`src/rtl/vend_pkg.sv`:
```
// Shared definitions for the change dispenser: controller states, the coin
// codes driven towards the hopper and the value of each denomination.
package vend_pkg;

    typedef enum logic [2:0] {
        ST_IDLE   = 3'd0,
        ST_EVAL   = 3'd1,
        ST_VEND   = 3'd2,
        ST_CHANGE = 3'd3,
        ST_DONE   = 3'd4
    } state_e;

    localparam logic [1:0] COIN_NONE = 2'b00;
    localparam logic [1:0] COIN_1    = 2'b01;
    localparam logic [1:0] COIN_2    = 2'b10;
    localparam logic [1:0] COIN_5    = 2'b11;

    localparam int unsigned DENOM_1 = 1;
    localparam int unsigned DENOM_2 = 2;
    localparam int unsigned DENOM_5 = 5;

endpackage

```
`src/rtl/coin_picker.sv`:
```
// Greedy coin selection: for a remaining amount, choose the largest
// denomination that does not exceed it (5, then 2, otherwise 1).
// Purely combinational.
//   amount_i    : amount still to be paid out
//   coin_code_o : code of the selected coin (never COIN_NONE)
//   coin_val_o  : value of the selected coin, same width as amount_i
module coin_picker
    import vend_pkg::*;
#(
    parameter int unsigned W = 5
) (
    input  logic [W-1:0] amount_i,
    output logic [1:0]   coin_code_o,
    output logic [W-1:0] coin_val_o
);

    always_comb begin
        coin_code_o = COIN_1;
        coin_val_o  = W'(DENOM_1);
        if (amount_i >= W'(DENOM_5)) begin
            coin_code_o = COIN_5;
            coin_val_o  = W'(DENOM_5);
        end else if (amount_i >= W'(DENOM_2)) begin
            coin_code_o = COIN_2;
            coin_val_o  = W'(DENOM_2);
        end
    end

endmodule

```
`src/rtl/change_dispenser.sv`:
```
// Vend/refund controller. Accepts a request with inserted credit and item
// price, decides vend or refund, pulses item_out when vending, then pays
// the change (or the full credit on refund) one coin at a time over a
// valid/ready coin interface. All outputs decode registered state only.
//   clk, rst_n             : clock, asynchronous active-low reset
//   req_valid/req_ready    : request handshake (ready only in IDLE)
//   req_credit, req_price  : sampled on handshake; price 0 = invalid item
//   item_out               : one-cycle release pulse (vend only)
//   refund                 : request is being refunded (EVAL..DONE)
//   coin_valid/coin_ready  : coin offer handshake towards the hopper
//   coin_code              : offered coin, COIN_NONE when not offering
//   busy, done             : not idle / one-cycle completion pulse
module change_dispenser
    import vend_pkg::*;
#(
    parameter int unsigned CREDIT_W = 5,
    parameter int unsigned PRICE_W  = 4
) (
    input  logic                clk,
    input  logic                rst_n,
    input  logic                req_valid,
    output logic                req_ready,
    input  logic [CREDIT_W-1:0] req_credit,
    input  logic [PRICE_W-1:0]  req_price,
    output logic                item_out,
    output logic                refund,
    output logic                coin_valid,
    input  logic                coin_ready,
    output logic [1:0]          coin_code,
    output logic                busy,
    output logic                done
);

    state_e              state_q, state_d;
    logic [CREDIT_W-1:0] credit_q, credit_d;
    logic [PRICE_W-1:0]  price_q, price_d;
    logic [CREDIT_W-1:0] remain_q, remain_d;
    logic                refund_q, refund_d;

    logic [CREDIT_W:0]   diff;
    logic [1:0]          pick_code;
    logic [CREDIT_W-1:0] pick_val;

    coin_picker #(
        .W (CREDIT_W)
    ) u_picker (
        .amount_i    (remain_q),
        .coin_code_o (pick_code),
        .coin_val_o  (pick_val)
    );

    // One extra bit so that price > credit shows up as a set MSB (borrow).
    assign diff = {1'b0, credit_q} - (CREDIT_W+1)'(price_q);

    always_comb begin
        state_d  = state_q;
        credit_d = credit_q;
        price_d  = price_q;
        remain_d = remain_q;
        refund_d = refund_q;
        case (state_q)
            ST_IDLE: begin
                if (req_valid) begin
                    credit_d = req_credit;
                    price_d  = req_price;
                    state_d  = ST_EVAL;
                end
            end
            ST_EVAL: begin
                if (price_q == '0 || diff[CREDIT_W]) begin
                    refund_d = 1'b1;
                    remain_d = credit_q;
                    state_d  = (credit_q != '0) ? ST_CHANGE : ST_DONE;
                end else begin
                    refund_d = 1'b0;
                    remain_d = diff[CREDIT_W-1:0];
                    state_d  = ST_VEND;
                end
            end
            ST_VEND: begin
                state_d = (remain_q != '0) ? ST_CHANGE : ST_DONE;
            end
            ST_CHANGE: begin
                if (coin_ready) begin
                    remain_d = remain_q - pick_val;
                    state_d  = (remain_q == pick_val) ? ST_DONE : ST_CHANGE;
                end
            end
            ST_DONE: begin
                state_d  = ST_IDLE;
                refund_d = 1'b0;
            end
            default: begin
                state_d = ST_IDLE;
            end
        endcase
    end

    always_ff @(posedge clk or negedge rst_n) begin
        if (!rst_n) begin
            state_q  <= ST_IDLE;
            credit_q <= '0;
            price_q  <= '0;
            remain_q <= '0;
            refund_q <= 1'b0;
        end else begin
            state_q  <= state_d;
            credit_q <= credit_d;
            price_q  <= price_d;
            remain_q <= remain_d;
            refund_q <= refund_d;
        end
    end

    assign req_ready  = (state_q == ST_IDLE);
    assign busy       = (state_q != ST_IDLE);
    assign item_out   = (state_q == ST_VEND);
    assign done       = (state_q == ST_DONE);
    assign refund     = refund_q;
    assign coin_valid = (state_q == ST_CHANGE);
    assign coin_code  = coin_valid ? pick_code : COIN_NONE;

endmodule

```
`config.mk`:
```
export PLATFORM = sky130hd
export DESIGN_NAME = change_dispenser
export DESIGN_NICKNAME = d
export VERILOG_FILES = /design/src/rtl/vend_pkg.sv /design/src/rtl/coin_picker.sv /design/src/rtl/change_dispenser.sv
export SDC_FILE = /design/constraint.sdc
export NUM_CORES = 1
export LEC_CHECK = 0
export BUFFER_PORTS_ARGS = -buffer_cell sky130_fd_sc_hd__buf_2
export CORE_MARGIN = 1.5
export CORE_UTILIZATION = 45
export CTS_BUF_LIST = sky130_fd_sc_hd__clkbuf_4
export CTS_CLUSTER_SIZE = 25
export DETAILED_ROUTE_END_ITERATION = 8
export GPL_TIMING_DRIVEN = 0
export PLACE_DENSITY = 0.78
export SYNTH_ARGS = -nofsm -noshare
export SYNTH_HDL_FRONTEND = slang
export SYNTH_SLANG_ARGS = --single-unit
```
`constraint.sdc`:
```
create_clock -name clk -period 5.45 [get_ports clk]
set_input_delay 0.545 -clock clk [delete_from_list [all_inputs] [get_ports clk]]
set_output_delay 0.545 -clock clk [all_outputs]
set_load 0.01 [all_outputs]
```
==> out/metrics.csv, run 1 <==
stage,metric,value,unit
grt,grt_pass1_vias,1015,
power_and_ir_drop,peakVddDrop,0.340,mV
route,drc_errors,0,
cts,cts_buffers,3,
grt,antenna_found_initial,0,
timing,fin_setup_tns,0,ns
route,wl_per_cell,13.2,um
floorplan,ioPinCount,21,
worst_setup_path,arrival,2.71,ns
timing,finalSetupViolCount,0,
finish,diodes,0,
route,drt_iter0_drc,18,
placement,dp_hpwl,2.05,mm
floorplan,die_x,55.6,um
finish,fillerInstances,247,
worst_setup_path,crit_fanout,6,
finish,stdcell_count,189,
worst_setup_path,r2r_slack,2.96,ns
cts,cts_tree,done,
power_and_ir_drop,p_comb_share,64.8,%
finish,areaGrowthSynthToFinish,12.9,%
worst_setup_path,worstSetupPathType,register to register,
grt,grt_pass1_wl,4.45,mm
finish,register_area,450,um^2
route,drt_pre_antenna_iters,4,
worst_setup_path,cp_common_cell,a21oi_1,
cts,clock_sinks,18,
worst_setup_path,critPathRequiredTime,5.67,ns
logic_synthesis,yosys-top-cells-area,"dfrtp_1, ha_1, mux2_2, nand2_1, o21ai_0",
logic_synthesis,synth.avg_cell_area,9.16,um^2
worst_setup_path,r2r_end,remain_q[2],
timing,drv_slew,0,
logic_synthesis,synth_cell_types,40,
run,cap_viol_max_count,0,
floorplan,die_area,3090,um^2
worst_setup_path,startpoint,remain_q[1],
worst_setup_path,cpPeakStageDelay,0.45,ns
worst_setup_path,worst_setup_path_end_kind,register,
timing,fin_skew,0.00137,ns
logic_synthesis,synthCells,136,
worst_hold_path,min_path_type,primary input to asynchronous set/reset pin,
timing,final_hold_viol_count,0,
placement,dp_cells,186,
worst_setup_path,timing.rr.start,remain_q[1],
floorplan,start_util,49.0,%
logic_synthesis,ys_warn_count,0,
cts,htreeDepth,1,
status,status,finished clean,
cts,cts_root_buf,clkbuf_4,
logic_synthesis,async_flop_share,100,%
power_and_ir_drop,internal_power,522,uW
route,via_per_inst,5.74,
logic_synthesis,synthesis.nets,158,
logic_synthesis,yosysSeqAreaShare,36.1,%
placement,dpl_cell_area,1380,um^2
power_and_ir_drop,p_seq_share,28.5,%
logic_synthesis,ys_seq_elements,18,
finish,multi_input_area,729,um^2
worst_setup_path,crit_end,remain_q[2],
floorplan,die_h,55.6,um
finish,design_area,1410,um^2
cts,clk_path_buf_depth,2,
placement,routabilityCongestion,0.942,
timing,rsz0062_at_grt,no,
logic_synthesis,synth_top_area_share,36.1,%
worst_setup_path,cp_cell_sequence,"nor3_1, a21oi_1, nor3_1, inv_1, ha_1, fa_1, xnor2_1, a21oi_1, a22o_1, a21oi_1",
timing,fin_crit_sh,45.7,%
route,ant_nets,0,
power_and_ir_drop,power.share.clock,6.7,%
timing,max-slew-margin-rel,73.6,%
power_and_ir_drop,power.density,691,nW/um^2
route,drt_wl_total,2.49,mm
power_and_ir_drop,p_switching,450,uW
cts,ctsResizeCount,0,
worst_setup_path,startpoint_type,register,
grt,overflow,0,
logic_synthesis,synth_top_area_cell,dfrtp_1,
cts,path_clk_slew,0.10,ns
floorplan,core,2540,um^2
power_and_ir_drop,swShare,46.3,%
power_and_ir_drop,p_leak,0.637,nW
power_and_ir_drop,total_power,972,uW
timing,fmaxAchievable,402,MHz
logic_synthesis,synthesis.area,1250,um^2
logic_synthesis,ys.flop_type,dfrtp_1,
finish,finalNetCount,183,
timing,worst_pin_slew,0.393,ns
timing,min_period,2.49,ns
grt,grt_use_total,17.8,%
floorplan,rows,18,
placement,port-buffer-count,20,
worst_setup_path,cp_slowest_cell,dfrtp_1,
grt,grt_max_degree,19,
finish,drive_gt1_share,25.2,%
logic_synthesis,synth_edf_count,0,
cts,clk_latency,0.29,ns
route,num_vias,1084,
cts,post-cts-setup-buffers,0,
worst_setup_path,reg2reg_depth,10,
cts,ctsHoldBuffers,0,
==> placed cells by master, fill, tap and decap left out, types with 3 or more instances in the layout <==
cell type	synthesis	routed
a21oi_1	7	7
and2_1	3	3
buf_2	2	22
clkbuf_4	0	3
dfrtp_1	18	18
ha_1	7	7
inv_1	12	12
mux2_2	6	6
nand2_1	15	15
nand3_1	3	3
nor2_1	7	7
nor2b_1	5	5
nor3_1	5	5
o21ai_0	9	9
o21ai_1	3	3
==> power groups by stage <==
stage	clock network [mW]	logic, mW	registers, mW
2_1_floorplan	0	0.491	0.261
3_3_place_gp	0	0.600	0.274
3_5_place_dp	0	0.628	0.280
4_1_cts	0.0666	0.632	0.277
5_1_grt	0.0735	0.705	0.286
6_report	0.0649	0.629	0.277
==> cell usage after synthesis, types with 3 or more instances <==
library cell   n
and2_1         3
o21ai_1        3
nor2_1         7
nand2_1       15
nor3_1         5
nand3_1        3
o21ai_0        9
inv_1         12
dfrtp_1       18
ha_1           7
nor2b_1        5
a21oi_1        7
mux2_2         6
==> per-stage QoR <==
stage	util (%)	setup slack, ns	hold WS, ns
3_5_place_dp	54.4	2.99	0.494
4_1_cts	55.3	2.97	0.174
3_3_place_gp	54.4	3.05	0.487
5_1_grt	55.3	2.73	0.181
6_report	55.3	2.96	0.163
2_1_floorplan	-	3.18	0.249
==> metal layers <==
| metal | GRT usage (%) | share of wire, % |
|---|---|---|
| met3 | 1.40 | 3.1 |
| met2 | 30.6 | 48 |
| met4 | 8.71 | 3.5 |
| met1 | 22.4 | 46 |
| met5 | 0 | 0 |
==> state kept, by name (all words and copies together) (netlist names) <==
signal    flops
state_q       3
credit_q      5
refund        1
price_q       4
remain_q      5
==> worst min-delay path by stage <==
stage               slack (ns)  start  cells past startpoint     endpoint
global placement          0.49  rst_n                      1  credit_q[2]
global route              0.18  rst_n                      1  credit_q[4]
floorplan                 0.25  rst_n                      0  credit_q[0]
detailed placement        0.49  rst_n                      1  credit_q[3]
finish                    0.16  rst_n                      1  credit_q[3]
CTS                       0.17  rst_n                      1  credit_q[3]
==> worst max-delay path: cells and delay by family (launching register included) <==
kind,cells,cell delay (ns)
compound gates,4,0.47
xor+xnor,1,0.19
fa+ha+maj,2,0.65
buf+inv,1,0.13
flops,1,0.45
simple gates,2,0.53
==> cells by family after synthesis <==
| logic type | Yosys count | share of synthesized area (%) |
|---|---|---|
| and+or+nand+nor | 49 | 22.2 |
| AOI/OAI and AO/OA | 34 | 18.5 |
| DFF | 18 | 36.1 |
| buffers and inverters | 17 | 5.32 |
| adders and majority gates | 9 | 10.2 |
| muxes | 7 | 6.22 |
| xor gates and xnor gates | 2 | 1.41 |
==> final cells by class <==
cell class | instances | share of cell area, %
Multi-Input combinational cell | 101 | 51.9
Timing Repair Buffer | 20 | 7.12
Buffer | 3 | 0.979
Tap cell | 30 | 2.67
Clock buffer | 3 | 1.60
Sequential cell | 18 | 32.0
Inverter | 14 | 3.74
(Power assumes the default switching activity.)
==> run 2: changes to the inputs <==
--- a/config.mk
+++ b/config.mk
@@ -5,6 +5,7 @@
 export SDC_FILE = /design/constraint.sdc
 export NUM_CORES = 1
 export LEC_CHECK = 0
+export ABC_AREA = 1
 export BUFFER_PORTS_ARGS = -buffer_cell sky130_fd_sc_hd__buf_2
 export CORE_MARGIN = 1.5
 export CORE_UTILIZATION = 45
@@ -12,7 +13,7 @@
 export CTS_CLUSTER_SIZE = 25
 export DETAILED_ROUTE_END_ITERATION = 8
 export GPL_TIMING_DRIVEN = 0
-export PLACE_DENSITY = 0.78
+export PLACE_DENSITY = 0.8
 export SYNTH_ARGS = -nofsm -noshare
 export SYNTH_HDL_FRONTEND = slang
 export SYNTH_SLANG_ARGS = --single-unit
==> constraint.sdc (replaced) <==
create_clock -name clk -period 2.15 [get_ports clk]
set_input_delay 0.215 -clock clk [delete_from_list [all_inputs] [get_ports clk]]
set_output_delay 0.215 -clock clk [all_outputs]
set_load 0.01 [all_outputs]
==> run 2 against run 1 <==
Against the previous run:
- first-iteration DRC count rose to 3.1 times the previous value
- total power increased to 2.9 times the previous value
- the flow now finishes with violations (DRC)
- critical path type unchanged
- hold slack lost 0.020 ns
- maximum frequency grew 19%
==> out/metrics.csv, run 2 <==
stage,metric,value,unit
logic_synthesis,synth_top_area_share,33.3,%
worst_setup_path,timing.rr.start,remain_q[4],
finish,final_core_util,56.1,%
power_and_ir_drop,power.density,1810,nW/um^2
worst_setup_path,r2r_end,remain_q[4],
logic_synthesis,synthesis.area,1350,um^2
timing,fin_crit_sh,97.5,%
grt,grt_max_degree,19,
floorplan,die_area,3350,um^2
logic_synthesis,synth.avg_cell_area,7.24,um^2
logic_synthesis,synthesis.nets,209,
logic_synthesis,yosysSeqAreaShare,33.3,%
timing,final_hold_viol_count,0,
placement,routabilityCongestion,0.907,
timing,rsz0062_at_grt,yes,
route,via_per_inst,4.97,
worst_setup_path,cpPeakStageDelay,0.44,ns
power_and_ir_drop,total_power,2.85,mW
floorplan,start_util,48.3,%
timing,drv_slew,0,
finish,layout_commonest_cell,nand2_1,
cts,clock_sinks,18,
worst_setup_path,critPathRequiredTime,2.39,ns
worst_hold_path,hold_end,credit_q[3],
cts,path_clk_slew,0.10,ns
route,drc_errors,2,
grt,grt_use_total,18.5,%
finish,areaGrowthSynthToFinish,16.3,%
cts,cts_root_buf,clkbuf_4,
floorplan,die_h,57.9,um
logic_synthesis,async_flop_share,100,%
timing,worst_pin_slew,0.399,ns
worst_setup_path,cp_cell_sequence,"nor2_4, inv_2, o21ai_2, nand2_2, ha_2, fa_1, inv_1, nand2_1, nand2_1, a21oi_1, o21ai_0, nand2_1, inv_1, nand2_1, nand2_1",
status,status,"complete, but fails checks",
floorplan,core,2810,um^2
cts,htreeDepth,1,
timing,fin_setup_tns,0,ns
finish,mostFrequentLayoutCells,"nand2_1, inv_1, nor2_1, buf_2, dfrtp_1",
cts,cts_tree,done,
status,violations,DRC,
logic_synthesis,ys_warn_count,0,
logic_synthesis,ys.flop_type,dfrtp_1,
placement,port-buffer-count,20,
logic_synthesis,synth_edf_count,0,
worst_setup_path,worst_setup_path_end_kind,register,
timing,finalSetupViolCount,0,
logic_synthesis,synth_cell_types,27,
grt,grt_pass1_vias,1160,
floorplan,die_x,57.9,um
logic_synthesis,yosys-top-cells-area,"dfrtp_1, nand2_1, inv_1, ha_1, nor2_1",
cts,clk_path_buf_depth,2,
timing,min_period,2.10,ns
worst_setup_path,critPathBufInv,3,
worst_setup_path,crit_family,simple AND/OR/NAND/NOR gates,
worst_hold_path,hold_depth,2,
logic_synthesis,yosysMostFrequentCell,nand2_1,
worst_setup_path,arrival,2.34,ns
logic_synthesis,synth_top_area_cell,dfrtp_1,
route,drt_pre_antenna_iters,6,
worst_setup_path,startpoint_type,register,
worst_hold_path,min_from,req_credit[3],
floorplan,rows,19,
grt,grt_pass1_wl,4.86,mm
route,num_vias,1218,
finish,diodes,0,
cts,clk_latency,0.29,ns
run,cap_viol_max_count,0,
placement,dp_cells,238,
power_and_ir_drop,p_leak,0.869,nW
logic_synthesis,synth_commonest_cells,"nand2_1, inv_1, nor2_1",
worst_setup_path,r2r_slack,0.05,ns
finish,drive_gt1_share,25.7,%
timing,fmaxAchievable,477,MHz
route,drt_wl_total,2.86,mm
cts,cts_buffers,3,
worst_hold_path,min_path_type,primary input to register,
route,drt_iter0_drc,56,
grt,antenna_found_initial,0,
worst_setup_path,cp_slowest_cell,dfrtp_1,
floorplan,ioPinCount,21,
timing,fin_skew,0.00106,ns
worst_setup_path,crit_fanout,4,
power_and_ir_drop,peakVddDrop,0.799,mV
finish,stdcell_count,245,
worst_setup_path,reg2reg_depth,15,
finish,largestRegisters,"credit_q: 5 flops, remain_q: 5 flops, price_q: 4 flops",
worst_setup_path,worstSetupPathType,register to register,
placement,dp_hpwl,2.14,mm
route,wl_per_cell,11.7,um
timing,max-slew-margin-rel,73.4,%
worst_setup_path,cp_common_cell,nand2_1,
finish,finalNetCount,237,
logic_synthesis,ys_seq_elements,18,
logic_synthesis,synthCells,187,
route,ant_nets,0,
worst_setup_path,path_depth,15,
grt,overflow,0,
run 2: cell types whose count changed in the layout (fill, tap and decap cells not counted), sizes merged, moves of 6 or more:
cell and change:
nand2 +37, inv +18, nor2 +17, nand3 +10
a21oi +9, o21ai -6
run 2: per-layer routing:
layer  up-vias  global-route usage (%)  routed length, um
met5         -                       0                  0
met4         0                    6.31                 46
met3         6                    2.01                 58
met2        21                    33.0               1440
met1       545                    23.1               1310
li1        646                       -                  -
run 2: final cells by class:
cell class	instances	area (um^2)
buffer	1	11.3
clock buffer	3	22.5
clock inverter	1	3.75
fill	281	1230
inverter	33	126
multi-input combinational	135	796
sequential	18	450
tap	31	38.8
timing repair buffer	23	125
run 2: per-stage QoR:
stage | worst slack (ns) | hold WS, ns | area [um^2]
after floorplan | 0.198 | -0.0806 | 1350
after global placement | 0.0293 | 0.166 | 1490
after detailed placement | -0.0269 | 0.171 | 1490
after CTS | 0.0166 | 0.137 | 1540
after global routing | -0.0498 | 0.124 | 1570
final | 0.0541 | 0.143 | 1570
run 2: cells by family after synthesis:
family / synth area share (%)
simple gates: 33.3
mux: 1.11
fa+ha+maj: 9.43
xor+xnor: 0.647
buf+inv: 10.2
compound gates: 12.1
flops: 33.3
run 2: what timing repair did:
item / 4_1_cts / 5_1_grt
buffers inserted: 1 / 1
hold buffers: 1 / 0
endpoints found under the hold margin: 18 / 0
endpoints found under the setup margin: 1 / 2
gates resized for setup: 1 / 9
pin swaps: 0 / 3
run 2: how the worst max path moves through the flow:
stage	to	start
6_report	remain_q[4]	remain_q[4]
5_1_grt	remain_q[3]	remain_q[4]
4_1_cts	remain_q[4]	remain_q[1]
3_5_place_dp	remain_q[4]	remain_q[3]
3_3_place_gp	remain_q[4]	remain_q[3]
2_1_floorplan	remain_q[4]	remain_q[3]
run 2: where the power goes:
part / switching (mW) / leakage (nW) / internal (mW)
Sequential: 0.168 / 0.208 / 0.502
Combinational: 1.20 / 0.645 / 0.809
Clock: 0.107 / 0.0154 / 0.0675
